<file path="src/rtl/serialcmd_pkg.sv">
// Shared definitions for the serial command path: field widths, port limit
// and the bus-ownership state encoding.
package serialcmd_pkg;

  localparam int SEQ_W     = 6;
  localparam int ADR_W     = 16;
  localparam int DAT_W     = 8;
  localparam int MAX_PORTS = 8;

  typedef enum logic {
    ST_IDLE  = 1'b0,
    ST_OWNED = 1'b1
  } state_t;

endpackage

</file>
<file path="src/rtl/serialportmux_arb.sv">
// Lowest-index priority encoder used to pick the new bus owner when the mux
// is idle. Purely combinational.
module serialportmux_arb
  import serialcmd_pkg::*;
#(
  parameter int NUM_PORTS = 2
) (
  input  logic [NUM_PORTS-1:0] req,
  output logic [2:0]           idx,
  output logic                 valid
);

  // Scan from the top so the lowest requesting index is written last and wins.
  always_comb begin
    idx   = 3'd0;
    valid = |req;
    for (int p = NUM_PORTS - 1; p >= 0; p--) begin
      if (req[p]) begin
        idx = 3'(p);
      end else begin
        idx = idx;
      end
    end
  end

endmodule

</file>
<file path="src/rtl/serialportmux.sv">
// Serial port multiplexer: several command ports share one command decoder
// and one tx byte stream. The first port to strobe owns the bus until it has
// been idle for IDLE_TIMEOUT cycles with no tx byte pending.
// Optional feature macro: SERIALPORTMUX_DROPCNT_EN enables the saturating
// dropped-command counter; without it drop_count is tied to zero.
module serialportmux
  import serialcmd_pkg::*;
#(
  parameter int          NUM_PORTS    = 2,
  parameter logic [23:0] IDLE_TIMEOUT = 24'd1200000
) (
  input  logic                       clk,
  input  logic                       rst,
  input  logic [NUM_PORTS-1:0]       port_stb_i,
  input  logic [SEQ_W*NUM_PORTS-1:0] port_seq_i,
  input  logic [NUM_PORTS-1:0]       port_we_i,
  input  logic [ADR_W*NUM_PORTS-1:0] port_adr_i,
  input  logic [DAT_W*NUM_PORTS-1:0] port_dat_i,
  output logic [DAT_W*NUM_PORTS-1:0] port_tx_data,
  output logic [NUM_PORTS-1:0]       port_tx_avail,
  input  logic [NUM_PORTS-1:0]       port_tx_pull,
  output logic                       stb_o,
  output logic [SEQ_W-1:0]           seq_o,
  output logic                       we_o,
  output logic [ADR_W-1:0]           adr_o,
  output logic [DAT_W-1:0]           dat_o,
  input  logic [DAT_W-1:0]           tx_data,
  input  logic                       tx_avail,
  output logic                       tx_pull,
  output logic                       owner_valid,
  output logic [2:0]                 owner_id,
  output logic [7:0]                 drop_count
);

  state_t               state_r, state_nxt_s;
  logic [2:0]           owner_r, owner_nxt_s;
  logic [23:0]          cnt_r, cnt_nxt_s;
  logic [2:0]           arb_idx_s;
  logic                 arb_valid_s;
  logic [NUM_PORTS-1:0] owner_mask_s, win_mask_s, acc_mask_s;
  logic                 owned_s, accept_s;
  logic [SEQ_W-1:0]     seq_s,  seq_r;
  logic                 we_s,   we_r;
  logic [ADR_W-1:0]     adr_s,  adr_r;
  logic [DAT_W-1:0]     dat_s,  dat_r;
  logic                 stb_r;

  serialportmux_arb #(.NUM_PORTS(NUM_PORTS)) u_arb (
    .req   (port_stb_i),
    .idx   (arb_idx_s),
    .valid (arb_valid_s)
  );

  // Gate on rst as well so the tx handshake is dead while reset is held.
  assign owned_s = (state_r == ST_OWNED) && !rst;

  // One-hot decode of the current owner and of the arbitration winner.
  always_comb begin
    owner_mask_s = '0;
    win_mask_s   = '0;
    for (int p = 0; p < NUM_PORTS; p++) begin
      owner_mask_s[p] = (owner_r == 3'(p));
      win_mask_s[p]   = (arb_idx_s == 3'(p)) && arb_valid_s;
    end
  end

  // Tx byte stream is routed only to the owner; data fans out to every port.
  assign port_tx_data  = {NUM_PORTS{tx_data}};
  assign port_tx_avail = (owned_s && tx_avail) ? owner_mask_s : '0;
  assign tx_pull       = owned_s && tx_avail && (|(port_tx_pull & owner_mask_s));

  // Next-state, ownership, idle counter and accepted-port selection.
  always_comb begin
    state_nxt_s = state_r;
    owner_nxt_s = owner_r;
    cnt_nxt_s   = cnt_r;
    acc_mask_s  = '0;
    case (state_r)
      ST_IDLE: begin
        cnt_nxt_s = 24'd0;
        if (arb_valid_s) begin
          state_nxt_s = ST_OWNED;
          owner_nxt_s = arb_idx_s;
          acc_mask_s  = win_mask_s;
        end else begin
          owner_nxt_s = owner_r;
        end
      end
      ST_OWNED: begin
        if ((cnt_r == IDLE_TIMEOUT) && !tx_avail) begin
          // Release edge: no strobe is accepted, even from the owner.
          state_nxt_s = ST_IDLE;
          owner_nxt_s = 3'd0;
          cnt_nxt_s   = 24'd0;
        end else if (|(port_stb_i & owner_mask_s)) begin
          acc_mask_s = owner_mask_s;
          cnt_nxt_s  = 24'd0;
        end else if (tx_pull) begin
          cnt_nxt_s = 24'd0;
        end else if (cnt_r != IDLE_TIMEOUT) begin
          cnt_nxt_s = cnt_r + 24'd1;
        end else begin
          cnt_nxt_s = cnt_r;
        end
      end
      default: begin
        state_nxt_s = ST_IDLE;
        owner_nxt_s = 3'd0;
        cnt_nxt_s   = 24'd0;
      end
    endcase
  end

  assign accept_s = |(port_stb_i & acc_mask_s);

  // Select the fields of the accepted port (mask is one-hot or zero).
  always_comb begin
    seq_s = '0;
    we_s  = 1'b0;
    adr_s = '0;
    dat_s = '0;
    for (int p = 0; p < NUM_PORTS; p++) begin
      if (acc_mask_s[p]) begin
        seq_s = port_seq_i[SEQ_W*p +: SEQ_W];
        we_s  = port_we_i[p];
        adr_s = port_adr_i[ADR_W*p +: ADR_W];
        dat_s = port_dat_i[DAT_W*p +: DAT_W];
      end else begin
        seq_s = seq_s;
      end
    end
  end

  // State, owner and idle counter registers.
  always_ff @(posedge clk or posedge rst) begin
    if (rst) begin
      state_r <= ST_IDLE;
      owner_r <= 3'd0;
      cnt_r   <= 24'd0;
    end else begin
      state_r <= state_nxt_s;
      owner_r <= owner_nxt_s;
      cnt_r   <= cnt_nxt_s;
    end
  end

  // Forwarded command: strobe pulses one cycle, fields hold until next accept.
  always_ff @(posedge clk or posedge rst) begin
    if (rst) begin
      stb_r <= 1'b0;
      seq_r <= '0;
      we_r  <= 1'b0;
      adr_r <= '0;
      dat_r <= '0;
    end else if (accept_s) begin
      stb_r <= 1'b1;
      seq_r <= seq_s;
      we_r  <= we_s;
      adr_r <= adr_s;
      dat_r <= dat_s;
    end else begin
      stb_r <= 1'b0;
    end
  end

  assign stb_o       = stb_r;
  assign seq_o       = seq_r;
  assign we_o        = we_r;
  assign adr_o       = adr_r;
  assign dat_o       = dat_r;
  assign owner_valid = owned_s;
  assign owner_id    = owner_r;

`ifdef SERIALPORTMUX_DROPCNT_EN
  logic       drop_s;
  logic [7:0] drop_cnt_r;

  // Any strobe that was not the accepted one this cycle is a drop.
  assign drop_s = |(port_stb_i & ~acc_mask_s);

  // Saturating count of cycles with at least one discarded strobe.
  always_ff @(posedge clk or posedge rst) begin
    if (rst) begin
      drop_cnt_r <= 8'd0;
    end else if (drop_s && (drop_cnt_r != 8'hFF)) begin
      drop_cnt_r <= drop_cnt_r + 8'd1;
    end else begin
      drop_cnt_r <= drop_cnt_r;
    end
  end

  assign drop_count = drop_cnt_r;
`else
  assign drop_count = 8'd0;
`endif

endmodule

</file>
<file path="config.mk">
export PLATFORM = sky130hd
export DESIGN_NAME = serialportmux
export DESIGN_NICKNAME = d
export VERILOG_FILES = /design/src/rtl/serialcmd_pkg.sv /design/src/rtl/serialportmux_arb.sv /design/src/rtl/serialportmux.sv
export SDC_FILE = /design/constraint.sdc
export NUM_CORES = 1
export LEC_CHECK = 0
export ABC_AREA = 1
export BUFFER_PORTS_ARGS = -buffer_cell sky130_fd_sc_hd__buf_2
export CORE_ASPECT_RATIO = 0.75
export CORE_MARGIN = 2
export CORE_UTILIZATION = 35
export CTS_CLUSTER_SIZE = 28
export DETAILED_ROUTE_END_ITERATION = 7
export PLACE_DENSITY = 0.61
export SETUP_SLACK_MARGIN = 0.3
export SLEW_MARGIN = 10
export SYNTH_ARGS = -nofsm -noshare
export SYNTH_HDL_FRONTEND = slang
export SYNTH_HIERARCHICAL = 1
export SYNTH_SLANG_ARGS = --single-unit
</file>
<file path="constraint.sdc">
create_clock -name clk -period 3.25 [get_ports clk]
set_clock_uncertainty 0.15 [all_clocks]
set_input_delay 0.325 -clock clk [delete_from_list [all_inputs] [get_ports clk]]
set_output_delay 0.325 -clock clk [all_outputs]
set_load 0.005 [all_outputs]
</file>
==> results.toml <==
[outcome]
status = "finished, final reports clean"

[sta]
worstMarginPinSlew_ps = 818
fin_hold_ws_ps = 35.1
relSlewSlack_pct = 45.4
finalCriticalPeriod_ps = 2590
setup_viol = 0
finalCritPeriodShare_pct = 79.6
rsz0062_at_grt = "false"
setup_tns_ps = 0
fmax_mhz = 387
maxSlewViolCount = 0
finalHoldViolCount = 0

[global_route]
grt_usage_pct = 16.1
grt_pass1_vias = 3136
grt_max_degree = 40
antenna_found_initial = 0
grt_pass1_wl_um = 14600
overflow = 0

[setup_path]
start_kind = "register"
cp_max_fo = 32
critical_path_arrival_ps = 2640
crit_type = "register to register"
crit_required_ps = 3300
endpoint_kind = "register"

[floorplan]
die-height_um = 91.4
dieArea_um2 = 11000
rows = 31
die_w_um = 121
start_util_pct = 36.5
core_um2 = 9770
pin_count = 140

[clocking]
cts_resized = 0
clockBufferDepth = 2
cts_buffers = 9
cts_tree = "built"
cts.sinks = 60
holdBufCountCts = 0
cts_root_buf = "clkbuf_16"
insertion_delay_ps = 320
htreeDepth = 3
cts_setup_buffers = 0
cts.clk_slew.worst_paths_ps = 50

[job]
maxCapViolations = 0

[cells_and_area]
fin_area_um2 = 4330
layout_commonest_cell = "nand2_1"
n_antenna_cell = 0
finalNetCount = 655
multi_input_area_um2 = 1630
seqCellArea_um2 = 1500
most-common-layout-cells = "nand2_1, buf_2, dfrtp_1"
fillers = 1017
drive_gt1_share_pct = 25.3
areaGrowthSynthToFinish_pct = 21.4

[synthesis]
synth_cells = 488
ys.warnings.count = 6
avgSynthCellArea_um2 = 7.30
ys_seq_area_share_pct = 42.1
netlist_area_um2 = 3560
post_synth_num_cell_types = 31
ys_ff_latch = 60

[place]
dp_hpwl_um = 6410
gpl.final_weighted_congestion = 0.807
portBuffers = 107
dpl_cell_area_um2 = 4010

[power_and_ir_drop]
peakVddDrop_mv = 0.282
p_leak_uw = 0.00242
power_density_nw_per_um2 = 623
power_uw = 2700

[detailed_routing]
vias = 3292
drtPass1Iterations = 4
ant_nets = 0
routed_wl_um = 8650
avgViaCountPerCell = 4.62
wl_per_cell_um = 12.1
drtIter0Drc = 204
drc = 0

[hold_path]
hold_class = "input pin to asynchronous set/reset pin"
[worst paths after layout]
kind | start | to | slack (ps) | cells after the start
min in group clk | port_dat_i[4] | dat_o[4] | 150 | 5
setup reg to reg | cnt_r[0] | dat_o[3] | 660 | 14
setup / recovery | cnt_r[0] | dat_o[3] | 660 | 14
hold / removal | rst | cnt_r[0] | 40 | 2
max in group asynchronous | rst | cnt_r[8] | 2220 | 3
hold reg to reg | cnt_r[23] | cnt_r[23] | 340 | 1
[cell families (layout without fill, tap and decap cells)]
| group | Yosys count | in the layout | share of synthesized area (%) |
|---|---|---|---|
| AO/OA/AOI/OAI | 25 | 25 | 3.97 |
| XOR/XNOR | 8 | 8 | 1.97 |
| adder cells (fa/ha/maj) | 2 | 2 | 0.702 |
| buffers and inverters | 82 | 167 | 13.1 |
| flip-flops | 60 | 60 | 42.1 |
| other | 2 | 10 | 0.211 |
| AND/OR/NAND/NOR | 309 | 309 | 38.0 |
[layout make-up]
type / count / area share, %
multi-input combinational: 354 / 37.6
clock inverter: 6 / 2.05
clock buffer: 10 / 5.29
tap: 132 / 3.82
sequential: 60 / 34.7
inverter: 40 / 3.47
timing repair buffer: 111 / 13.1
[power by group]
group / internal [uW] / leakage [uW] / switching, uW / total (uW)
logic: 288 / 0.00146 / 388 / 676
registers: 912 / 0.000813 / 108 / 1020
clock network: 671 / 0.000149 / 331 / 1000
[cell usage after synthesis]
master,instances,area [um2]
nor3b_1,1,7.51
a21oi_1,13,65.1
nand3_1,42,210
xor2_1,6,52.6
nor4_1,2,12.5
conb_1,2,7.51
nand2_4,3,33.8
a211oi_1,1,7.51
o21ai_2,1,8.76
buf_6,4,45.0
nor2_4,1,11.3
nand4_1,7,43.8
nor2_1,30,113
nand2_2,4,25.0
o21a_1,1,7.51
ha_1,2,25.0
a22o_1,2,17.5
xnor2_1,2,17.5
inv_2,1,3.75
buf_4,32,240
o21ai_1,5,25.0
o21ai_0,2,10.0
inv_1,39,146
buf_2,6,30.0
nor2_2,2,12.5
nor3_1,18,90.1
nand3_2,4,40.0
dfrtp_1,60,1500
nand2_1,191,717
nor3_2,3,30.0
or2_2,1,6.26
[critical path, cell delays in order, from the launching register on]
cell and delay [ps]:
dfrtp_1 390, inv_1 100, ha_1 140, inv_1 50, nor3_1 130, nand2_1 70
nor2_1 120, nand3_2 140, nand3_2 90, nand2_2 40, buf_4 230, nand2_4 320
nand2_4 280, nand2_1 150, nand2_1 50
[sequential cells by signal, summed over array words and instances, names as in the netlist]
name	cells
dat_o	8
seq_o	6
we_o	1
state_r	1
stb_o	1
cnt_r	24
owner_id	3
adr_o	16
[routing by layer]
metal	global-route usage (%)	wire, um	vias up
met2	25.5	4040	82
met3	3.27	490	6
met5	0	0	-
met4	4.75	61	0
li1	-	-	1678
met1	22.1	4060	1526
[through the flow]
stage               utilization, %  instances  setup slack [ps]
floorplan                        -        496              1290
global placement              41.0        697               776
detailed placement            41.0        697               679
CTS                           44.3        713               654
global route                  44.3        713               387
finish                        44.3        713               664
Note: power is estimated with default switching activity, not from simulation.
